[src/rtl/vend_pkg.sv]
// Shared types and helpers for the vending transaction controller:
// coin codes, FSM state encoding and coin value decoding.
package vend_pkg;

    localparam logic [1:0] COIN_25   = 2'b00;
    localparam logic [1:0] COIN_50   = 2'b01;
    localparam logic [1:0] COIN_100  = 2'b10;
    localparam logic [1:0] COIN_NONE = 2'b11;

    typedef enum logic [1:0] {
        ST_IDLE    = 2'b00,
        ST_COLLECT = 2'b01,
        ST_VEND    = 2'b10,
        ST_CHANGE  = 2'b11
    } vend_state_e;

    // Value of one coin code in 25c units; COIN_NONE is worth nothing.
    function automatic logic [2:0] coin_units(input logic [1:0] code);
        logic [2:0] units_s;
        case (code)
            COIN_25:  units_s = 3'd1;
            COIN_50:  units_s = 3'd2;
            COIN_100: units_s = 3'd4;
            default:  units_s = 3'd0;
        endcase
        return units_s;
    endfunction

endpackage

[src/rtl/vend_timer.sv]
// Loadable down-counter; expire flags the enabled cycle in which the count
// would run out, so the owner can act on that same clock edge.
module vend_timer
    import vend_pkg::*;
#(
    parameter int W        = 8,
    parameter int LOAD_VAL = 255
) (
    input  logic clk,
    input  logic reset,
    input  logic load,
    input  logic en,
    output logic expire
);

    logic [W-1:0] count_r;

    // Count register: load wins over decrement, stops at zero.
    always_ff @(posedge clk or negedge reset) begin
        if (!reset) begin
            count_r <= W'(LOAD_VAL);
        end else if (load) begin
            count_r <= W'(LOAD_VAL);
        end else if (en && (count_r != {W{1'b0}})) begin
            count_r <= count_r - W'(1);
        end else begin
            count_r <= count_r;
        end
    end

    assign expire = en && !load && (count_r == W'(1));

endmodule

[src/rtl/vend_ctrl.sv]
// Vending transaction controller: coin credit, slot selection against
// per-slot prices, dispense handshake with timeout, and coin-by-coin change.
module vend_ctrl
    import vend_pkg::*;
#(
    parameter int CREDIT_W   = 4,
    parameter int MAX_CREDIT = 8,
    parameter int PRICE0     = 2,
    parameter int PRICE1     = 3,
    parameter int PRICE2     = 4,
    parameter int PRICE3     = 6,
    parameter int IDLE_TO    = 1280,
    parameter int ACK_TO     = 255
) (
    input  logic                clk,
    input  logic                reset,
    input  logic [1:0]          coin,
    input  logic                sel_valid,
    input  logic [1:0]          sel_slot,
    input  logic                disp_ack,
    output logic                disp_req,
    output logic [1:0]          disp_slot,
    output logic                chg_pulse,
    output logic [CREDIT_W-1:0] credit,
    output logic                coin_rej,
    output logic                sel_nak,
    output logic                disp_fault,
    output logic                busy
);

    localparam int CW1    = CREDIT_W + 1;
    localparam int IDLE_W = $clog2(IDLE_TO + 1);
    localparam int ACK_W  = $clog2(ACK_TO + 1);
    localparam logic [CREDIT_W:0] MAX_C = CW1'(MAX_CREDIT);

    logic [1:0]        rst_sync_r;
    logic              run_s;
    vend_state_e       state_r, state_nxt_s;
    // One guard bit above the visible credit so cap checks cannot wrap.
    logic [CREDIT_W:0] credit_r, credit_nxt_s, sum_s;
    logic [CREDIT_W:0] price_r, price_nxt_s, sel_price_s;
    logic [1:0]        disp_slot_r, disp_slot_nxt_s;
    logic              disp_req_r, chg_pulse_r, coin_rej_r, sel_nak_r, disp_fault_r, busy_r;
    logic              chg_nxt_s, rej_nxt_s, nak_nxt_s, fault_nxt_s;
    logic              coin_evt_s;
    logic              idle_load_s, idle_en_s, idle_exp_s;
    logic              ack_load_s, ack_en_s, ack_exp_s;

    // Two-flop release synchroniser; FSM is held idle until it settles.
    always_ff @(posedge clk or negedge reset) begin
        if (!reset) begin
            rst_sync_r <= 2'b00;
        end else begin
            rst_sync_r <= {rst_sync_r[0], 1'b1};
        end
    end

    assign run_s      = rst_sync_r[1];
    assign coin_evt_s = (coin != COIN_NONE);
    assign sum_s      = credit_r + CW1'(coin_units(coin));

    // Per-slot price lookup.
    always_comb begin
        sel_price_s = CW1'(PRICE0);
        case (sel_slot)
            2'd0:    sel_price_s = CW1'(PRICE0);
            2'd1:    sel_price_s = CW1'(PRICE1);
            2'd2:    sel_price_s = CW1'(PRICE2);
            2'd3:    sel_price_s = CW1'(PRICE3);
            default: sel_price_s = CW1'(PRICE0);
        endcase
    end

    // Timers are held loaded outside their own state; any coin or selection restarts inactivity.
    assign idle_load_s = (state_r != ST_COLLECT) || coin_evt_s || sel_valid;
    assign idle_en_s   = (state_r == ST_COLLECT);
    assign ack_load_s  = (state_r != ST_VEND);
    assign ack_en_s    = (state_r == ST_VEND);

    vend_timer #(.W(IDLE_W), .LOAD_VAL(IDLE_TO)) u_idle_timer (
        .clk    (clk),
        .reset  (reset),
        .load   (idle_load_s),
        .en     (idle_en_s),
        .expire (idle_exp_s)
    );

    vend_timer #(.W(ACK_W), .LOAD_VAL(ACK_TO)) u_ack_timer (
        .clk    (clk),
        .reset  (reset),
        .load   (ack_load_s),
        .en     (ack_en_s),
        .expire (ack_exp_s)
    );

    // Next-state, credit arithmetic and pulse outputs.
    always_comb begin
        state_nxt_s     = state_r;
        credit_nxt_s    = credit_r;
        price_nxt_s     = price_r;
        disp_slot_nxt_s = disp_slot_r;
        chg_nxt_s       = 1'b0;
        rej_nxt_s       = 1'b0;
        nak_nxt_s       = 1'b0;
        fault_nxt_s     = 1'b0;
        case (state_r)
            ST_IDLE: begin
                nak_nxt_s = sel_valid;
                if (coin_evt_s) begin
                    if (sum_s <= MAX_C) begin
                        credit_nxt_s = sum_s;
                        state_nxt_s  = ST_COLLECT;
                    end else begin
                        rej_nxt_s = 1'b1;
                    end
                end else begin
                    state_nxt_s = ST_IDLE;
                end
            end
            ST_COLLECT: begin
                if (sel_valid && (credit_r >= sel_price_s)) begin
                    state_nxt_s     = ST_VEND;
                    disp_slot_nxt_s = sel_slot;
                    price_nxt_s     = sel_price_s;
                    rej_nxt_s       = coin_evt_s;
                end else begin
                    nak_nxt_s = sel_valid;
                    if (coin_evt_s) begin
                        if (sum_s <= MAX_C) begin
                            credit_nxt_s = sum_s;
                        end else begin
                            rej_nxt_s = 1'b1;
                        end
                    end else if (idle_exp_s) begin
                        state_nxt_s = ST_CHANGE;
                    end else begin
                        state_nxt_s = ST_COLLECT;
                    end
                end
            end
            ST_VEND: begin
                rej_nxt_s = coin_evt_s;
                if (disp_ack) begin
                    credit_nxt_s = credit_r - price_r;
                    state_nxt_s  = (credit_r == price_r) ? ST_IDLE : ST_CHANGE;
                end else if (ack_exp_s) begin
                    fault_nxt_s = 1'b1;
                    state_nxt_s = ST_CHANGE;
                end else begin
                    state_nxt_s = ST_VEND;
                end
            end
            ST_CHANGE: begin
                rej_nxt_s = coin_evt_s;
                if (credit_r != {CW1{1'b0}}) begin
                    chg_nxt_s    = 1'b1;
                    credit_nxt_s = credit_r - CW1'(1);
                    state_nxt_s  = (credit_r == CW1'(1)) ? ST_IDLE : ST_CHANGE;
                end else begin
                    state_nxt_s = ST_IDLE;
                end
            end
            default: begin
                state_nxt_s = ST_IDLE;
            end
        endcase
    end

    // State and registered outputs; cleared while the reset release settles.
    always_ff @(posedge clk or negedge reset) begin
        if (!reset) begin
            state_r      <= ST_IDLE;
            credit_r     <= {CW1{1'b0}};
            price_r      <= {CW1{1'b0}};
            disp_slot_r  <= 2'b00;
            disp_req_r   <= 1'b0;
            chg_pulse_r  <= 1'b0;
            coin_rej_r   <= 1'b0;
            sel_nak_r    <= 1'b0;
            disp_fault_r <= 1'b0;
            busy_r       <= 1'b0;
        end else if (!run_s) begin
            state_r      <= ST_IDLE;
            credit_r     <= {CW1{1'b0}};
            price_r      <= {CW1{1'b0}};
            disp_slot_r  <= 2'b00;
            disp_req_r   <= 1'b0;
            chg_pulse_r  <= 1'b0;
            coin_rej_r   <= 1'b0;
            sel_nak_r    <= 1'b0;
            disp_fault_r <= 1'b0;
            busy_r       <= 1'b0;
        end else begin
            state_r      <= state_nxt_s;
            credit_r     <= credit_nxt_s;
            price_r      <= price_nxt_s;
            disp_slot_r  <= disp_slot_nxt_s;
            disp_req_r   <= (state_nxt_s == ST_VEND);
            chg_pulse_r  <= chg_nxt_s;
            coin_rej_r   <= rej_nxt_s;
            sel_nak_r    <= nak_nxt_s;
            disp_fault_r <= fault_nxt_s;
            busy_r       <= (state_nxt_s == ST_VEND) || (state_nxt_s == ST_CHANGE);
        end
    end

    assign disp_req   = disp_req_r;
    assign disp_slot  = disp_slot_r;
    assign chg_pulse  = chg_pulse_r;
    assign credit     = credit_r[CREDIT_W-1:0];
    assign coin_rej   = coin_rej_r;
    assign sel_nak    = sel_nak_r;
    assign disp_fault = disp_fault_r;
    assign busy       = busy_r;

endmodule
[config.mk]
export PLATFORM = sky130hd
export DESIGN_NAME = vend_ctrl
export DESIGN_NICKNAME = d
export VERILOG_FILES = /design/src/rtl/vend_pkg.sv /design/src/rtl/vend_timer.sv /design/src/rtl/vend_ctrl.sv
export SDC_FILE = /design/constraint.sdc
export NUM_CORES = 1
export LEC_CHECK = 0
export BUFFER_PORTS_ARGS = -buffer_cell sky130_fd_sc_hd__buf_2
export CORE_MARGIN = 2
export CORE_UTILIZATION = 45
export CTS_BUF_LIST = sky130_fd_sc_hd__clkbuf_2 sky130_fd_sc_hd__clkbuf_4 sky130_fd_sc_hd__clkbuf_8
export DETAILED_ROUTE_END_ITERATION = 10
export GPL_ROUTABILITY_DRIVEN = 1
export GPL_TIMING_DRIVEN = 0
export HOLD_SLACK_MARGIN = 0.05
export SETUP_SLACK_MARGIN = 0.3
export SLEW_MARGIN = 10
export SYNTH_ARGS = -nofsm -noshare
export SYNTH_HDL_FRONTEND = slang
export SYNTH_HIERARCHICAL = 1
export SYNTH_SLANG_ARGS = --single-unit
[constraint.sdc]
create_clock -name clk -period 2.45 [get_ports clk]
set_input_delay 0.245 -clock clk [delete_from_list [all_inputs] [get_ports clk]]
set_output_delay 0.245 -clock clk [all_outputs]
set_load 0.02 [all_outputs]
* Yosys cells after proc, flatten, opt, wreduce, memory -nomap -nowiden
Index checks and enable logic that the tools add are counted.
W data, S select, Z words.
** Operators by class
- Add/subtract/negate cells :: 5
- Order comparisons :: 2
- Equal/unequal tests :: 22
- Muxes and demuxes :: 48
- Reduce and logical (&&, ||, !) cells :: 23
** Operator list (number)
- $mux W5 :: 9
- $pmux W5 S4 :: 2
- $mux W2 :: 13
- $mux W11 :: 2
- $mux W1 :: 16
- $mux W8 :: 2
- $eq A2 B2 Y1 const B :: 7
- $eq A11 B1 Y1 const B :: 1
- $reduce_bool A11 Y1 :: 1
- $sub A11 B1 Y11 const B :: 1
- $ne A3 B3 Y1 const B :: 3
- $pmux W3 S3 :: 1
- $eq A8 B1 Y1 const B :: 1
- $pmux W2 S4 :: 1
- $reduce_bool A8 Y1 :: 1
- $sub A8 B1 Y8 const B :: 1
- $logic_and A1 B1 Y1 :: 7
- $eq A2 B1 Y1 const B :: 3
- $logic_not A2 Y1 :: 3
- $ne A2 B1 Y1 const B :: 3
- $add A5 B3 Y5 :: 1
- $eq A5 B1 Y1 const B :: 1
- $eq A5 B5 Y1 :: 1
- $ge A5 B5 Y1 :: 1
- other kinds (13) :: 18
** Word-level totals
- Output and inout port bits :: 12
- Logic and storage cells :: 113
- Register bits after elaboration :: 41
- Input port bits :: 8

* Logic depth before layout (Yosys ltp)
Gate-level depths: netlist of run 1.
- Depth after elaboration :: 13
- Gate-level depth with buffers :: 9
- Gate-level depth less buffers :: 9

* Cells and area by module
The synthesis of run 1 kept the hierarchy.
** By module, submodules not included
- vend_ctrl :: area an instance 1584.0 sq um, instances 1, seq. area each 500.5 sq um, cells each 175
- vend_timer at u_idle_timer :: area an instance 733.2 sq um, instances 1, seq. area each 277.8 sq um, cells each 79
- vend_timer at u_ack_timer :: area an instance 494.2 sq um, instances 1, seq. area each 210.2 sq um, cells each 49

* Least setup slack after synthesis of run 1
OpenSTA, ideal clock, no wires.
- Path kind :: reg2reg
- Start point :: reg credit_r[0]
- End point :: reg credit_r[3]
- Setup time :: 120 ps
- Setup slack :: 316 ps
- Path buffers :: 0
- Arrival time :: 2014 ps
- Period minus slack after synthesis :: 2134 ps
- Cell stages (with the launch flop) :: 8
- Data required time :: 2330 ps
- Path through :: dfrtp_1 > ha_1 > fa_1 > a21oi_1 > o221ai_1 > a21oi_1 > o21ai_4 > o211a_1
** Between the ends
- Cells in the longest elaborated chain, start to end :: 7
- Elaborated cells on any way between the ends :: 17
- Those cells by class :: add/sub: 3; order compare: 2; eq/ne: 2; mux: 7; reduce/logical: 3
** RTL lines
- from (decl) :: RTL line vend_ctrl.sv:40 : logic [CREDIT_W:0] credit_r, credit_nxt_s, sum_s;
- from (signal assigned) :: RTL line vend_ctrl.sv:173 : credit_r <= {CW1{1'b0}};
- from (signal assigned) :: RTL line vend_ctrl.sv:184 : credit_r <= {CW1{1'b0}};
- from (signal assigned) :: RTL line vend_ctrl.sv:195 : credit_r <= credit_nxt_s;
- $add A5 B3 Y5 :: RTL line vend_ctrl.sv:60 : assign sum_s = credit_r + CW1'(coin_units(coin));
- $le A5 B4 Y1 :: RTL line vend_ctrl.sv:110, vend_ctrl.sv:129
- $mux W5 :: RTL line vend_ctrl.sv:110, vend_ctrl.sv:129
- $mux W5 :: RTL line vend_ctrl.sv:128 : if (coin_evt_s) begin
- $mux W5 :: RTL line vend_ctrl.sv:121 : if (sel_valid && (credit_r >= sel_price_s)) begin
- $pmux W5 S4 :: RTL line vend_ctrl.sv:106 : case (state_r)
- $mux W5 :: RTL line vend_ctrl.sv:182 : end else if (!run_s) begin
Several ways; a longest one is shown, not always the timed one. The select of a mux whose other input is x is not followed.
A chain may end at the register's enable or synchronous reset.

* Worst setup path in the final report of run 1
- Start point :: reg credit_r[0]
- End point :: reg state_r[0]
** Between the ends
- Cells in the longest elaborated chain, start to end :: 6
- Elaborated cells on any way between the ends :: 16
- Those cells by class :: add/sub: 1; order compare: 2; eq/ne: 2; mux: 9; reduce/logical: 2
** RTL lines
- $add A5 B3 Y5 :: RTL line vend_ctrl.sv:60
- $le A5 B4 Y1 :: RTL line vend_ctrl.sv:110 : if (sum_s <= MAX_C) begin
- $mux W2 :: RTL line vend_ctrl.sv:110
- $mux W2 :: RTL line vend_ctrl.sv:109 : if (coin_evt_s) begin
- $pmux W2 S4 * :: RTL line vend_ctrl.sv:106
- $mux W2 * :: RTL line vend_ctrl.sv:182
- to (signal assigned) :: RTL line vend_ctrl.sv:194 : state_r <= state_nxt_s;
- to (decl) :: RTL line vend_ctrl.sv:38 : vend_state_e state_r, state_nxt_s;
Every way passes the cells marked *; elsewhere a longest branch is shown, timed or not.

==> results of run 1 <==
## timing repair
action / 4_1_cts / 5_1_grt
hold endpoints to repair: 0 / 0
setup buffers: 1 / 4
gates resized for setup: 16 / 16
setup endpoints to repair: 12 / 10
pin swaps: 2 / 6
## cells by family after synthesis
kind of cell | share of synthesized area [%]
compound gates | 22.07
xor+xnor | 1.558
fa+ha+maj | 8.545
buf+inv | 6.230
flops | 35.16
mux | 3.738
other cells | 0.1334
simple gates | 22.56
## power by group
group / switching, uW / internal [uW]
sequential: 84.4 / 706
combinational: 720 / 611
clock: 238 / 256
total: 1040 / 1570
## routing by layer
metal	vias to the layer above	GRT usage (%)
li1	1193	-
met1	1139	28.00
met2	58	28.96
met3	6	3.280
met4	0	5.365
met5	-	0
## flip-flops by register name, indices dropped and copies added (netlist names)
name and flops:
disp_slot 2, u_idle_timer/count_r 11, rst_sync_r 2, sel_nak 1, price_r 3, coin_rej 1
disp_req 1, state_r 2, chg_pulse 1, credit_r 5, busy 1, disp_fault 1
u_ack_timer/count_r 8
## metrics by stage
step	utilization (%)	setup TNS [ns]	hold WS [ns]	total power [uW]	setup WS, ns
2_1_floorplan	-	0	-0.05059	1732	0.3158
3_3_place_gp	50.08	-0.05354	0.3324	1982	-0.05354
3_5_place_dp	50.08	0	0.3668	1997	0.02924
4_1_cts	53.01	0	0.1235	2558	0.3141
5_1_grt	54.47	0	0.1561	2806	0.1710
6_report	54.47	0	0.08294	2616	0.3017
## worst max-delay path, stage by stage (launching register included)
cell and delay, ns:
sky130_fd_sc_hd__dfrtp_2 0.43, sky130_fd_sc_hd__ha_2 0.21, sky130_fd_sc_hd__fa_2 0.54, sky130_fd_sc_hd__nor2_1 0.06
sky130_fd_sc_hd__a32oi_2 0.22, sky130_fd_sc_hd__a21oi_1 0.15, sky130_fd_sc_hd__a21o_1 0.21, sky130_fd_sc_hd__a31o_2 0.22
## cells in the mapped netlist, drive strengths merged, types with 5 or more instances
cell type  instances
or3                5
o21ai             10
nor3              13
a211oi             6
dfrtp             29
a21oi             19
nor2b              7
a31oi              5
inv               19
nor2              21
nor4               6
mux2i              6
buf               11
nand2             30
dfstp             10
or2                5
ha                16
## area by class of cell
cell class | count | area [um^2]
flip-flops and latches | 39 | 992.2
inverters | 19 | 71.32
well taps | 75 | 93.84
clock inverters | 1 | 7.507
fillers | 554 | 2728
repair buffers | 24 | 132.6
plain buffers | 15 | 103.9
multi-input cells | 230 | 1765
clock buffers | 7 | 96.34
## final timing paths
| path | start | to | slack [ns] | cells past startpoint |
|---|---|---|---|---|
| max | credit_r[0]$_DFFE_PN0P_ | state_r[0]$_DFF_PN0_ | 0.30 | 7 |
| min | reset | disp_slot[0]$_DFFE_PN0P_ | 0.08 | 1 |
| max reg2reg | credit_r[0]$_DFFE_PN0P_ | state_r[0]$_DFF_PN0_ | 0.30 | 7 |
| max in group asynchronous | reset | credit_r[1]$_DFFE_PN0P_ | 1.72 | 1 |
| min in group clk | disp_ack | disp_fault$_DFF_PN0_ | 0.18 | 2 |
| min reg2reg | rst_sync_r[0]$_DFF_PN0_ | rst_sync_r[1]$_DFF_PN0_ | 0.39 | 0 |
==> results.txt, run 1 <==
----------------------------------------------------
[Run status]
  Outcome ... finished, final reports clean

[Route]
  Highest signal layer in the routed design ... met4
  Number of routed nets with antenna violations ... 0
  Wire length reported by the detailed router ... 6472 um
  Router iterations before antenna repair ... 4
  Vias per std cell ... 5.844
  DR vias ... 2396
  Post-detailed-route wirelength per cell ... 15.79 um
  Detailed route wirelength on metal2 ... 2888 um
  Met3 layer wire length in the routed design ... 321 um
  M1 WL ... 3199 um
  Count of routing violations after the opening detailed-route iteration ... 77
  DRC violations left ... 0

[GRT]
  Combined global-route utilization of all metal layers ... 19.09%
  Via count of the first global-routing pass ... 2208
  Initial antenna violation count ... 0
  First-pass GRT wire length ... 10880 um
  Pin count of the biggest net entering global routing ... 40
  Total overflow reported by the global router ... 0

[Clocking]
  Clk slew on worst S/H paths ... 0.08 ns
  Root Buffer ... sky130_fd_sc_hd__clkbuf_8
  H-tree depth ... 2
  Count of hold-fix buffers inserted at cts ... 0
  Clock Sink Count ... 39
  Source-to-sink clock delay at the later pin of the worst-skew pair ... 0.30 ns
  Number of CTS-inserted buffers ... 5
  TritonCTS clock tree ... built
  Maximum count of clock buffers along a single path ... 2

[Final layout]
  Synthesis-to-finish area growth ... 16.07%
  Net count of the finished layout ... 360
  Number of diodes added for antenna fixing ... 0
  Post-route cell area ... 3263 um^2
  Layout cell share with drive strength beyond 1 ... 29.25%
  Highest-count cells in the layout ignoring fill and taps ... 29 x sky130_fd_sc_hd__nand2_1, 26 x sky130_fd_sc_hd__dfrtp_1, 21 x sky130_fd_sc_hd__buf_2
  Most common cell after layout, fill and taps aside ... sky130_fd_sc_hd__nand2_1
  Non-filler cells in the finished layout ... 410

[Setup path]
  Kind of start point of the critical path ... flop
  Critical path data required time ... 2.64 ns
  Arrival time at the worst endpoint ... 2.34 ns
  Start-to-end type of the worst setup path ... reg -> reg
  Critical Path End Type ... flop
  Max FO, Critical Path ... 3

[Floorplan]
  Ports ... 20
  Area of the core ... 5991 um^2
  Initial core utilization ... 46.93%
  Vert. Die Dim ... 83.04 um
  Cell row count ... 28
  Horizontal extent of the die ... 83.04 um
  Overall die area ... 6896 um^2

[Timing]
  Max-slew violation total from the final report ... 0
  Final critical-path share of the clock period ... 87.69%
  Time the final worst path needs with I/O delays and setup ... 2.148 ns
  Maximum clock rate ... 0.4655 GHz
  Final count of hold timing violations ... 0
  Slew at the pin closest to its max-slew limit ... 0.9381 ns
  Max-slew headroom ... 37.46%
  Layout Skew ... 0.008617 ns
  Final setup violating endpoints ... 0
  Unrepaired setup endpoints after global routing ... yes

[Place]
  Count of input and output buffers ... 19
  Final RePlAce weighted congestion ... 0.8562
  Cell Area, Placed ... 3000 um^2
  Placed cell count ... 397
  HPWL Detailed ... 4490 um

[Pwr]
  Worst-case vdd ir drop ... 0.4019 mV
  Leakage dissipation ... 0.001404 uW
  Power per unit of standard cell area ... 801.7 nW/um^2

[Yosys]
  Sequential area share after synthesis ... 35.16%
  Commonest register cell after synthesis ... sky130_fd_sc_hd__dfrtp_1
  Cell types occupying the most area after synthesis ... sky130_fd_sc_hd__dfrtp_1 26%, sky130_fd_sc_hd__dfstp_2 9.3%, sky130_fd_sc_hd__ha_1 7.1%, sky130_fd_sc_hd__nand2_1 4.0%, sky130_fd_sc_hd__a21oi_1 3.4%
  Area leader, netlist ... sky130_fd_sc_hd__dfrtp_1
  Number of enable-type register cells in the synthesized netlist ... 0
  Syn Inst Count ... 303
  Number of distinct library cell variants in the gate-level netlist after synthesis ... 74
  Avg Cell Area, Syn ... 9.279 um^2
  Number of synthesized register bits ... 39
  Netlist area before placement ... 2811 um^2
  Number of nets in the synthesized netlist ... 329
  Post-synthesis async set-or-reset flop share ... 100.0%
  Portion of synthesized cell area occupied by the leading cell type ... 25.81%
  YS warnings ... 6

[Job]
  Maximum capacitance violations ... 0

[Min path]
  Min-Delay Path Class ... in -> async

----------------------------------------------------
No activity file was read; power rests on OpenSTA's default activity.
==> run 2: changes to the inputs <==
--- a/config.mk
+++ b/config.mk
@@ -13,6 +13,7 @@
 export GPL_ROUTABILITY_DRIVEN = 1
 export GPL_TIMING_DRIVEN = 0
 export HOLD_SLACK_MARGIN = 0.05
+export RECOVER_POWER = 100
 export SETUP_SLACK_MARGIN = 0.3
 export SLEW_MARGIN = 10
 export SYNTH_ARGS = -nofsm -noshare
==> constraint.sdc (replaced) <==
create_clock -name clk -period 2.56 [get_ports clk]
set_input_delay 0.256 -clock clk [delete_from_list [all_inputs] [get_ports clk]]
set_output_delay 0.256 -clock clk [all_outputs]
set_load 0.02 [all_outputs]
==> run 2 against run 1 <==
Against the previous run: global-route usage shrank 0.17 points; worst setup slack worse by 0.029 ns; core utilization is 1.8 points lower; register-to-register slack worse by 0.03 ns; sequential power down 4.6%; die area is the same; critical endpoint is now credit_r[3]$_DFFE_PN0P_; largest power group unchanged.
==> results.txt, run 2 (synthesis results as in run 1) <==
----------------------------------------------------
[Run status]
  Outcome ... finished, final reports clean

[Floorplan]
  Horizontal extent of the die ... 83.04 um (unchanged)
  Vert. Die Dim ... 83.04 um (unchanged)
  Overall die area ... 6896 um^2 (unchanged)
  Initial core utilization ... 46.93% (unchanged)
  Ports ... 20 (unchanged)
  Cell row count ... 28 (unchanged)
  Area of the core ... 5991 um^2 (unchanged)

[Route]
  Number of routed nets with antenna violations ... 0 (unchanged)
  Count of routing violations after the opening detailed-route iteration ... 121 (+57%)
  Vias per std cell ... 5.865 (+0.35%)
  Wire length reported by the detailed router ... 6356 um (-1.8%)
  Router iterations before antenna repair ... 5 (+1)
  Post-detailed-route wirelength per cell ... 15.66 um (-0.82%)
  DRC violations left ... 0 (unchanged)
  DR vias ... 2381 (-0.63%)

[Clocking]
  Clk slew on worst S/H paths ... 0.08 ns (about the same)
  TritonCTS clock tree ... built
  Count of hold-fix buffers inserted at cts ... 0 (unchanged)
  Number of CTS-inserted buffers ... 5 (unchanged)
  Clock Sink Count ... 39 (unchanged)
  Root Buffer ... sky130_fd_sc_hd__clkbuf_8
  Source-to-sink clock delay at the later pin of the worst-skew pair ... 0.30 ns (about the same)
  Maximum count of clock buffers along a single path ... 2 (unchanged)
  H-tree depth ... 2 (unchanged)

[Setup path]
  Max stage delay on crit path ... 0.48 ns (-0.06 ns)
  Slack of the worst reg-to-reg path ... 0.27 ns (-0.03 ns)
  Crit-path slowest cell ... sky130_fd_sc_hd__dfrtp_1
  Crit path cell chain ... inv_1 -> ha_1 -> nand2b_1 -> a2111oi_4 -> or2_0 -> buf_6 -> o21ai_4 -> o211a_1
  Critical path data required time ... 2.74 ns (+0.10 ns)
  Max FO, Critical Path ... 7 (+4)
  Start-to-end type of the worst setup path ... reg -> reg
  Critical Path End Type ... flop
  Kind of start point of the critical path ... flop
  Arrival time at the worst endpoint ... 2.47 ns (+0.13 ns)

[Final layout]
  Layout cell share with drive strength beyond 1 ... 20.85% (-8.4 points)
  Net count of the finished layout ... 356 (-1.1%)
  Synthesis-to-finish area growth ... 12.15%
  Final core utilization ... 52.63% (-1.8 points)
  Largest registers ... u_idle_timer/count_r x11, u_ack_timer/count_r x8, credit_r x5
  Most common cell after layout, fill and taps aside ... sky130_fd_sc_hd__nand2_1
  Largest reg by FF count ... u_idle_timer/count_r
  Highest-count cells in the layout ignoring fill and taps ... 30 x sky130_fd_sc_hd__nand2_1, 29 x sky130_fd_sc_hd__dfrtp_1, 19 x sky130_fd_sc_hd__inv_1, 19 x sky130_fd_sc_hd__nor2_1, 17 x sky130_fd_sc_hd__a21oi_1
  Filler Cells Inserted ... 570 (+2.9%)
  Number of diodes added for antenna fixing ... 0 (unchanged)
  Flip-flop count of the largest register, all copies and words added ... 11 (unchanged)

[Timing]
  Final count of hold timing violations ... 0 (unchanged)
  Max-slew violation total from the final report ... 0 (unchanged)
  Slew at the pin closest to its max-slew limit ... 0.9236 ns (-0.01451 ns)
  Final setup violating endpoints ... 0 (unchanged)
  Layout Skew ... 0.007542 ns (-0.001075 ns)
  Maximum clock rate ... 0.4372 GHz (-6.1%)
  Unrepaired setup endpoints after global routing ... yes
  Time the final worst path needs with I/O delays and setup ... 2.287 ns (+0.1388 ns)
  Final-layout setup total negative slack ... 0 ns (unchanged)
  Final critical-path share of the clock period ... 89.34% (+1.7 points)
  Max-slew headroom ... 38.43% (+0.97 points)

[GRT]
  Via count of the first global-routing pass ... 2191 (-0.77%)
  Pin count of the biggest net entering global routing ... 40 (unchanged)
  Total overflow reported by the global router ... 0 (unchanged)
  First-pass GRT wire length ... 10800 um (-0.76%)
  Combined global-route utilization of all metal layers ... 18.93% (-0.17 points)
  Initial antenna violation count ... 0 (unchanged)

[Pwr]
  Leakage dissipation ... 0.001336 uW (-4.9%)
  Power per unit of standard cell area ... 773.9 nW/um^2 (-3.5%)
  Worst-case vdd ir drop ... 0.4169 mV (+3.7%)

[Place]
  Final RePlAce weighted congestion ... 0.8562 (unchanged)
  HPWL Detailed ... 4490 um (unchanged)
  Count of input and output buffers ... 19 (unchanged)

[Min path]
  Min-Delay Path Class ... in -> async

[Job]
  Maximum capacitance violations ... 0 (unchanged)

----------------------------------------------------
[run 2: cell types whose count changed in the layout (fill, tap and decap cells not counted), sizes merged]
cell,delta
buf,-15
clkbuf,+11
[run 2: critical path, delay by kind of cell (launching register included)]
family                   cells  cell delay (ns)
AO/OA/AOI/OAI                3             0.72
adder cells (fa/ha/maj)      1             0.31
buffers and inverters        2             0.30
flip-flops                   1             0.48
AND/OR/NAND/NOR              2             0.38
[run 2: area by class of cell]
cell class	count	area (um^2)	area share (%)
clock buffer	7	96.34	3.056
tap	75	93.84	2.976
timing repair buffer	20	91.34	2.897
multi-input combinational	230	1709	54.21
clock inverter	1	7.507	0.2381
buffer	15	95.09	3.016
sequential	39	988.4	31.35
inverter	19	71.32	2.262
[run 2: report_power, final]
part	internal [uW]	total [uW]	switching, uW
sequential	672	755	82.4
clock	245	475	229
combinational	543	1210	667
total	1460	2440	979
[run 2: metal layers]
metal | up-vias | global-route usage, % | part of all wire [%]
li1 | 1182 | - | -
met1 | 1132 | 27.87 | 50
met2 | 59 | 28.52 | 44
met3 | 8 | 3.280 | 5.0
met4 | 0 | 5.365 | 1.1
met5 | - | 0 | 0
[run 2: repair_timing]
action | 4_1_cts | 5_1_grt
pin swaps | 1 | 2
endpoints found under the setup margin | 8 | 9
resized for setup | 7 | 15
buffers inserted | 0 | 1
[run 2: final timing paths]
kind,start,end,cells after the start
worst max-delay path,credit_r[0]$_DFFE_PN0P_,credit_r[3]$_DFFE_PN0P_,8
worst min-delay path,reset,disp_slot[0]$_DFFE_PN0P_,1
worst max register to register,credit_r[0]$_DFFE_PN0P_,credit_r[3]$_DFFE_PN0P_,8
worst min register to register,rst_sync_r[0]$_DFF_PN0_,rst_sync_r[1]$_DFF_PN0_,0
max in group asynchronous,reset,price_r[0]$_DFFE_PN0P_,1
min in group clk,disp_ack,disp_fault$_DFF_PN0_,2
[run 2: metrics by stage]
stage | setup slack, ns | instances | instance area (um^2) | power [uW] | hold slack (ns)
after global routing | 0.09111 | 406 | 3153 | 2620 | 0.1672
after detailed placement | 0.1392 | 397 | 3000 | 1911 | 0.3668
after floorplan | 0.4258 | 303 | 2811 | 1658 | -0.03959
after global placement | 0.05647 | 397 | 3000 | 1897 | 0.3324
final | 0.2729 | 406 | 3153 | 2440 | 0.08891
after CTS | 0.3013 | 405 | 3136 | 2427 | 0.1345
